===== src/rtl/gpio_input_filter_if.sv =====
// Pad, control and filtered-output signals of the GPIO input filter.
// The master drives pads and controls; the slave (the filter) drives the outputs.
interface gpio_input_filter_if #(
    parameter int PDATA_SIZE    = 32,
    parameter int CNT_SIZE      = 8,
    parameter int PRESCALE_SIZE = 16
);
    logic [PDATA_SIZE-1:0]    pad_i;
    logic [PDATA_SIZE-1:0]    filt_ena;
    logic [PRESCALE_SIZE-1:0] prescale;
    logic [CNT_SIZE-1:0]      threshold;
    logic [PDATA_SIZE-1:0]    gpio_o;
    logic [PDATA_SIZE-1:0]    rise_o;
    logic [PDATA_SIZE-1:0]    fall_o;

    modport master (
        output pad_i, filt_ena, prescale, threshold,
        input  gpio_o, rise_o, fall_o
    );

    modport slave (
        input  pad_i, filt_ena, prescale, threshold,
        output gpio_o, rise_o, fall_o
    );
endinterface


===== src/rtl/gpio_input_filter.sv =====
// Per-bit pad synchroniser plus tick-based debounce filter with rise/fall pulses.
// Every output is registered; pad_i reaches the filter only through the sync chain.
module gpio_input_filter #(
    parameter int PDATA_SIZE    = 32,
    parameter int CNT_SIZE      = 8,
    parameter int PRESCALE_SIZE = 16,
    parameter int SYNC_STAGES   = 2
) (
    input logic               PCLK,
    input logic               PRESET,
    gpio_input_filter_if.slave bus
);

    logic [PDATA_SIZE-1:0]    sync_p [SYNC_STAGES];
    logic [PDATA_SIZE-1:0]    sync_w;
    logic [PRESCALE_SIZE-1:0] pcnt;
    logic                     tick;
    logic [CNT_SIZE-1:0]      eff_thr;
    logic [CNT_SIZE-1:0]      cnt_q [PDATA_SIZE];
    logic [CNT_SIZE-1:0]      cnt_d [PDATA_SIZE];
    logic [PDATA_SIZE-1:0]    gpio_q;
    logic [PDATA_SIZE-1:0]    gpio_d;
    logic [PDATA_SIZE-1:0]    rise_q;
    logic [PDATA_SIZE-1:0]    fall_q;

    // One extra bit so cnt+1 can never wrap before it is compared.
    function automatic logic [CNT_SIZE:0] cnt_inc(input logic [CNT_SIZE-1:0] c);
        return {1'b0, c} + {{CNT_SIZE{1'b0}}, 1'b1};
    endfunction

    function automatic logic [CNT_SIZE-1:0] thr_floor(input logic [CNT_SIZE-1:0] t);
        return (t == '0) ? {{(CNT_SIZE-1){1'b0}}, 1'b1} : t;
    endfunction

    assign sync_w  = sync_p[SYNC_STAGES-1];
    assign eff_thr = thr_floor(bus.threshold);
    // >= rather than == so lowering prescale below pcnt wraps on the next cycle.
    assign tick    = (pcnt >= bus.prescale);

    always_comb begin
        gpio_d = gpio_q;
        for (int n = 0; n < PDATA_SIZE; n++) begin
            cnt_d[n] = cnt_q[n];
            if (!bus.filt_ena[n]) begin
                gpio_d[n] = sync_w[n];
                cnt_d[n]  = '0;
            end else if (sync_w[n] == gpio_q[n]) begin
                cnt_d[n] = '0;
            end else if (tick) begin
                if (cnt_inc(cnt_q[n]) >= {1'b0, eff_thr}) begin
                    gpio_d[n] = sync_w[n];
                    cnt_d[n]  = '0;
                end else begin
                    cnt_d[n] = cnt_q[n] + {{(CNT_SIZE-1){1'b0}}, 1'b1};
                end
            end
        end
    end

    always_ff @(posedge PCLK) begin
        if (PRESET) begin
            for (int s = 0; s < SYNC_STAGES; s++) sync_p[s] <= '0;
            for (int n = 0; n < PDATA_SIZE; n++) cnt_q[n] <= '0;
            pcnt   <= '0;
            gpio_q <= '0;
            rise_q <= '0;
            fall_q <= '0;
        end else begin
            // Stage boundary: pad -> synchroniser chain
            sync_p[0] <= bus.pad_i;
            for (int s = 1; s < SYNC_STAGES; s++) sync_p[s] <= sync_p[s-1];
            pcnt <= tick ? '0 : pcnt + {{(PRESCALE_SIZE-1){1'b0}}, 1'b1};
            // Stage boundary: synchronised level -> filtered level and edge pulses
            for (int n = 0; n < PDATA_SIZE; n++) cnt_q[n] <= cnt_d[n];
            gpio_q <= gpio_d;
            rise_q <= gpio_d & ~gpio_q;
            fall_q <= ~gpio_d & gpio_q;
        end
    end

    assign bus.gpio_o = gpio_q;
    assign bus.rise_o = rise_q;
    assign bus.fall_o = fall_q;

endmodule


===== src/flat_wrapper.sv =====
// flat-port wrapper written by rule: the top's interface ports become plain ports
module gpio_input_filter_flat 
#(
    parameter int PDATA_SIZE    = 32,
    parameter int CNT_SIZE      = 8,
    parameter int PRESCALE_SIZE = 16,
    parameter int SYNC_STAGES   = 2
)
  (PCLK, PRESET, bus_pad_i, bus_filt_ena, bus_prescale, bus_threshold, bus_gpio_o, bus_rise_o, bus_fall_o);
  gpio_input_filter_if #(.PDATA_SIZE(PDATA_SIZE), .CNT_SIZE(CNT_SIZE), .PRESCALE_SIZE(PRESCALE_SIZE)) bus_i ();
  input logic PCLK;
  input logic PRESET;
  input wire logic [$bits(bus_i.pad_i)-1:0] bus_pad_i;
  input wire logic [$bits(bus_i.filt_ena)-1:0] bus_filt_ena;
  input wire logic [$bits(bus_i.prescale)-1:0] bus_prescale;
  input wire logic [$bits(bus_i.threshold)-1:0] bus_threshold;
  output wire logic [$bits(bus_i.gpio_o)-1:0] bus_gpio_o;
  output wire logic [$bits(bus_i.rise_o)-1:0] bus_rise_o;
  output wire logic [$bits(bus_i.fall_o)-1:0] bus_fall_o;
  assign bus_i.pad_i = bus_pad_i;
  assign bus_i.filt_ena = bus_filt_ena;
  assign bus_i.prescale = bus_prescale;
  assign bus_i.threshold = bus_threshold;
  assign bus_gpio_o = bus_i.gpio_o;
  assign bus_rise_o = bus_i.rise_o;
  assign bus_fall_o = bus_i.fall_o;
  gpio_input_filter #(.PDATA_SIZE(PDATA_SIZE), .CNT_SIZE(CNT_SIZE), .PRESCALE_SIZE(PRESCALE_SIZE), .SYNC_STAGES(SYNC_STAGES)) u_core (.PCLK(PCLK), .PRESET(PRESET), .bus(bus_i));
endmodule

===== config.mk =====
export PLATFORM = sky130hd
export DESIGN_NAME = gpio_input_filter_flat
export DESIGN_NICKNAME = d
export VERILOG_FILES = /design/src/rtl/gpio_input_filter_if.sv /design/src/rtl/gpio_input_filter.sv /design/src/flat_wrapper.sv
export SDC_FILE = /design/constraint.sdc
export NUM_CORES = 1
export LEC_CHECK = 0
export BUFFER_PORTS_ARGS = -buffer_cell sky130_fd_sc_hd__buf_2
export CAP_MARGIN = 10
export CORE_ASPECT_RATIO = 0.9
export CORE_MARGIN = 8
export CORE_UTILIZATION = 45
export DETAILED_ROUTE_END_ITERATION = 8
export GPL_TIMING_DRIVEN = 0
export PLACE_DENSITY_LB_ADDON = 0.08
export SLEW_MARGIN = 20
export SYNTH_ARGS = -nofsm -noshare
export SYNTH_HDL_FRONTEND = slang
export SYNTH_SLANG_ARGS = --single-unit

===== constraint.sdc =====
create_clock -name PCLK -period 4.3 [get_ports PCLK]
set_input_delay 0.86 -clock PCLK [delete_from_list [all_inputs] [get_ports PCLK]]
set_output_delay 0.86 -clock PCLK [all_outputs]
set_load 0.02 [all_outputs]

==> impl_results.md <==
* Total grt overflow at 0
* NumNets Final at 4,012
* Multi-input gate area at approximately 0.018 mm2
* Worst Reg2Reg Path Length in Cells at 11
* Global-route wire length before repair at around 160,000 um
* Clk slew on worst S/H paths at 0.06 ns
* Worst R2R Start: u_core.pcnt[0]$_SDFF_PP0_
* Synth unique cells at 77
* FF+latch count, synth at 432
* DP Area at 0.0302 mm2
* Min-delay src: u_core.sync_p[0][20]$_SDFF_PP0_
* Num rows at 87
* Layout Skew at 0.0240 ns
* CTS tree: built
* Minimum clock period at 4.29 ns
* Share of cells above drive strength 1 at 13.9%
* H-tree depth at 2
* Worst-skew pair later-pin latency at 0.62 ns
* Actual slew at the worst max-slew pin at 1.25 ns
* Core area at 0.0622 mm2
* Vias/cell at 6.15
* Area Growth Syn to Fin at 15.3%
* Critical Path Source: PRESET
* Drt wl/cell at 23.2 um
* Mapped Area at 0.0281 mm2
* Total Wirelength at around 110,000 um
* Post-synth net total at 3,749
* Worst Path Arrival at 4.80 ns
* Fillcell total at just under 6,000
* I/O pin count at 186
* Period utilisation layout at 99.7%
* Area occupied by registers at 0.00865 mm2
* Fin worst setup slack at 0.0122 ns
* Worst Path Required at approximately 4.8 ns
* Hold path depth at 1
* Crit path launch type: primary input
* Dpl ws at -1.80 ns
* Vias at 28,300
* Root Buffer: clkbuf_16
* Routability cong. at 0.936
* Layer with the highest usage: met2
* Max_slew headroom at 16.8%
* Initial Utilization at between 40% and 50%
* Kind of critical path: in2reg
* Fraction of registers with async set/reset at 0%
* Total CTS buffers at 51
* Final Instance Area at 0.0324 mm2
* Achievable frequency at around 230 MHz
* Die Area at 0.0707 mm2
* YS warnings at 0
* Cts hold-fix bufs at 0
* Total GRT Usage at between 20 and 30%
* Worst-path fanout max at 10
* Detail Placement HPWL at 73,200 um
* Vias in the first global route at between 20,000 and 30,000
* CP max-delay cell: clkbuf_1
* Cell mode on critical path: clkbuf_1
* Die Wd at 279 um
* Post-route antenna net violation count at 0
* Initial DRC count at 2,574
* Pwr/cell area at 298 mW/mm2
* Post-synth EDFFs at 0
* Met2 Resource Use GR at 46.5%
* Initial antenna violation count at 3
* Fin cells at 4,599
* Gate Count Post-Synth at approximately 3,400
* Clock buffer depth at 3
* Sequential area share after synthesis at 30.8%
* Worst hold path class: reg2reg
* Clock sinks at 432
* Final count of pins violating max slew at 0
* Critical Path Sink Type: register
* Syn Area/Cell at 8.15 um2
* Leak at roughly 0.013 uW
* Placed insts at ~4,500
* Max VDD drop at 297 uV
* CP max stage delay at 0.80 ns
* Die Span Y at 253 um
* Drt drc at 0
* DRT Pass-1 Iters at 6
* Final setup viols at 0
* Outcome: completed
* Routing usage on met1 at 37.4%
* Crit-path cells: buf_2 > inv_1 > clkbuf_1 > clkbuf_1 > clkbuf_2 > nand3_1 > a31oi_1
* Max-cap viol count at 0
* GRT met3 Usage at 4.81%
* Pin count of the biggest net entering global routing at 33
* Dominant synthesized flop cell: dfxtp_1
* PortBufs at 185
* Fin. Hold Viols at 0
critical path: cells and delay by family:
| kind | cells | cell delay, ns |
|---|---|---|
| compound gates | 1 | 0.35 |
| simple gates | 1 | 0.67 |
| buf+inv | 5 | 2.87 |
sequential cells by signal, indices dropped and copies added, names as in the netlist:
name and cells:
u_core.bus.gpio_o 32, u_core.pcnt 16, u_core.sync_p 64, u_core.bus.rise_o 32, u_core.cnt_q 256, u_core.bus.fall_o 32
area by class of cell:
cell class              instances  share of cell area (%)
flip-flops and latches        432                    26.7
well taps                     845                    3.27
clock buffers                  63                    4.30
plain buffers                 184                    2.60
clock inverters                30                    1.38
repair buffers                212                    3.80
inverters                     110                    1.30
multi-input cells            2719                    56.6
diodes                          4                  0.0309
cells in the final DEF, fill, tap and decap left out, types with 63 or more instances in the layout:
cell type	n
nor2b_1	89
nor2_1	185
o21ai_0	118
and3_1	87
xor2_1	103
xnor2_1	111
a21oi_1	238
ha_1	212
clkbuf_1	77
nand3_1	286
nand2_1	360
buf_2	244
dfxtp_1	432
nand2b_1	63
inv_1	104
per-layer routing:
metal / share of wire [%] / up-vias
met2: 45 / 1180
met4: 5.1 / 2
met1: 42 / 13600
met5: 0.012 / -
li1: - / 13200
met3: 7.9 / 273
repair_timing:
item | 4_1_cts | 5_1_grt
gates resized for setup | 11 | 9
setup buffers | 8 | 15
endpoints found under the setup margin | 352 | 121
gates cloned | 1 | 0
pin swaps | 3 | 7
cells by family after synthesis:
kind of cell | count (synthesis) | synth area share (%)
simple gates | 1512 | 28.8
compound gates | 733 | 18.1
flops | 432 | 30.8
buf+inv | 297 | 4.41
fa+ha+maj | 228 | 10.0
xor+xnor | 214 | 6.67
mux | 31 | 1.13
Yosys cell counts (22+ instances only):
cell type,instances,area share [%]
nand4_1,54,1.2
inv_1,108,1.4
o31ai_1,22,0.59
buf_1,24,0.32
o21ai_0,118,2.1
or4_1,35,0.94
mux2i_1,26,0.93
nor3b_1,33,0.88
buf_2,63,1.1
nand2_1,360,4.8
a211oi_1,40,1.1
nand4b_1,54,1.7
nor2_1,187,2.5
a21oi_1,238,4.2
nor4_1,41,0.91
a31oi_1,60,1.3
nand3b_1,29,0.78
nor4b_1,43,1.3
xor2_1,103,3.2
nor3_1,52,0.93
nand3_1,286,5.1
ha_1,212,9.4
nor2b_1,89,2.0
nand2b_1,63,1.4
xnor2_1,111,3.5
and3_1,87,1.9
and2_1,42,0.94
a32oi_1,26,0.81
a31o_2,47,1.5
dfxtp_1,432,31
clkbuf_1,88,1.2
power by group:
part	total [uW]	internal (uW)	switching (uW)
clock	4830	2950	1880
combinational	719	232	487
sequential	4080	4050	33.1
stage by stage:
stage          util (%)  hold slack, ns  TNS (ns)  power (uW)
6_report           52.1           0.432         0        9640
5_1_grt            52.1           0.451  -0.00283        9910
4_1_cts            51.8           0.432         0        9690
3_5_place_dp       48.6           0.424   -466.67        4860
3_3_place_gp       48.4           0.416   -533.27        4830
2_1_floorplan         -           0.414         0        4530
path summary, 6_finish.rpt:
| kind | endpoint | slack [ns] |
|---|---|---|
| max | u_core.cnt_q[1][4]$_SDFFE_PP0N_ | 0.01 |
| min | u_core.sync_p[0][52]$_SDFF_PP0_ | 0.43 |
| max reg2reg | u_core.bus.gpio_o[20]$_SDFF_PP0_ | 0.50 |
| min reg2reg | u_core.sync_p[0][52]$_SDFF_PP0_ | 0.43 |
(Power assumes the default switching activity.)
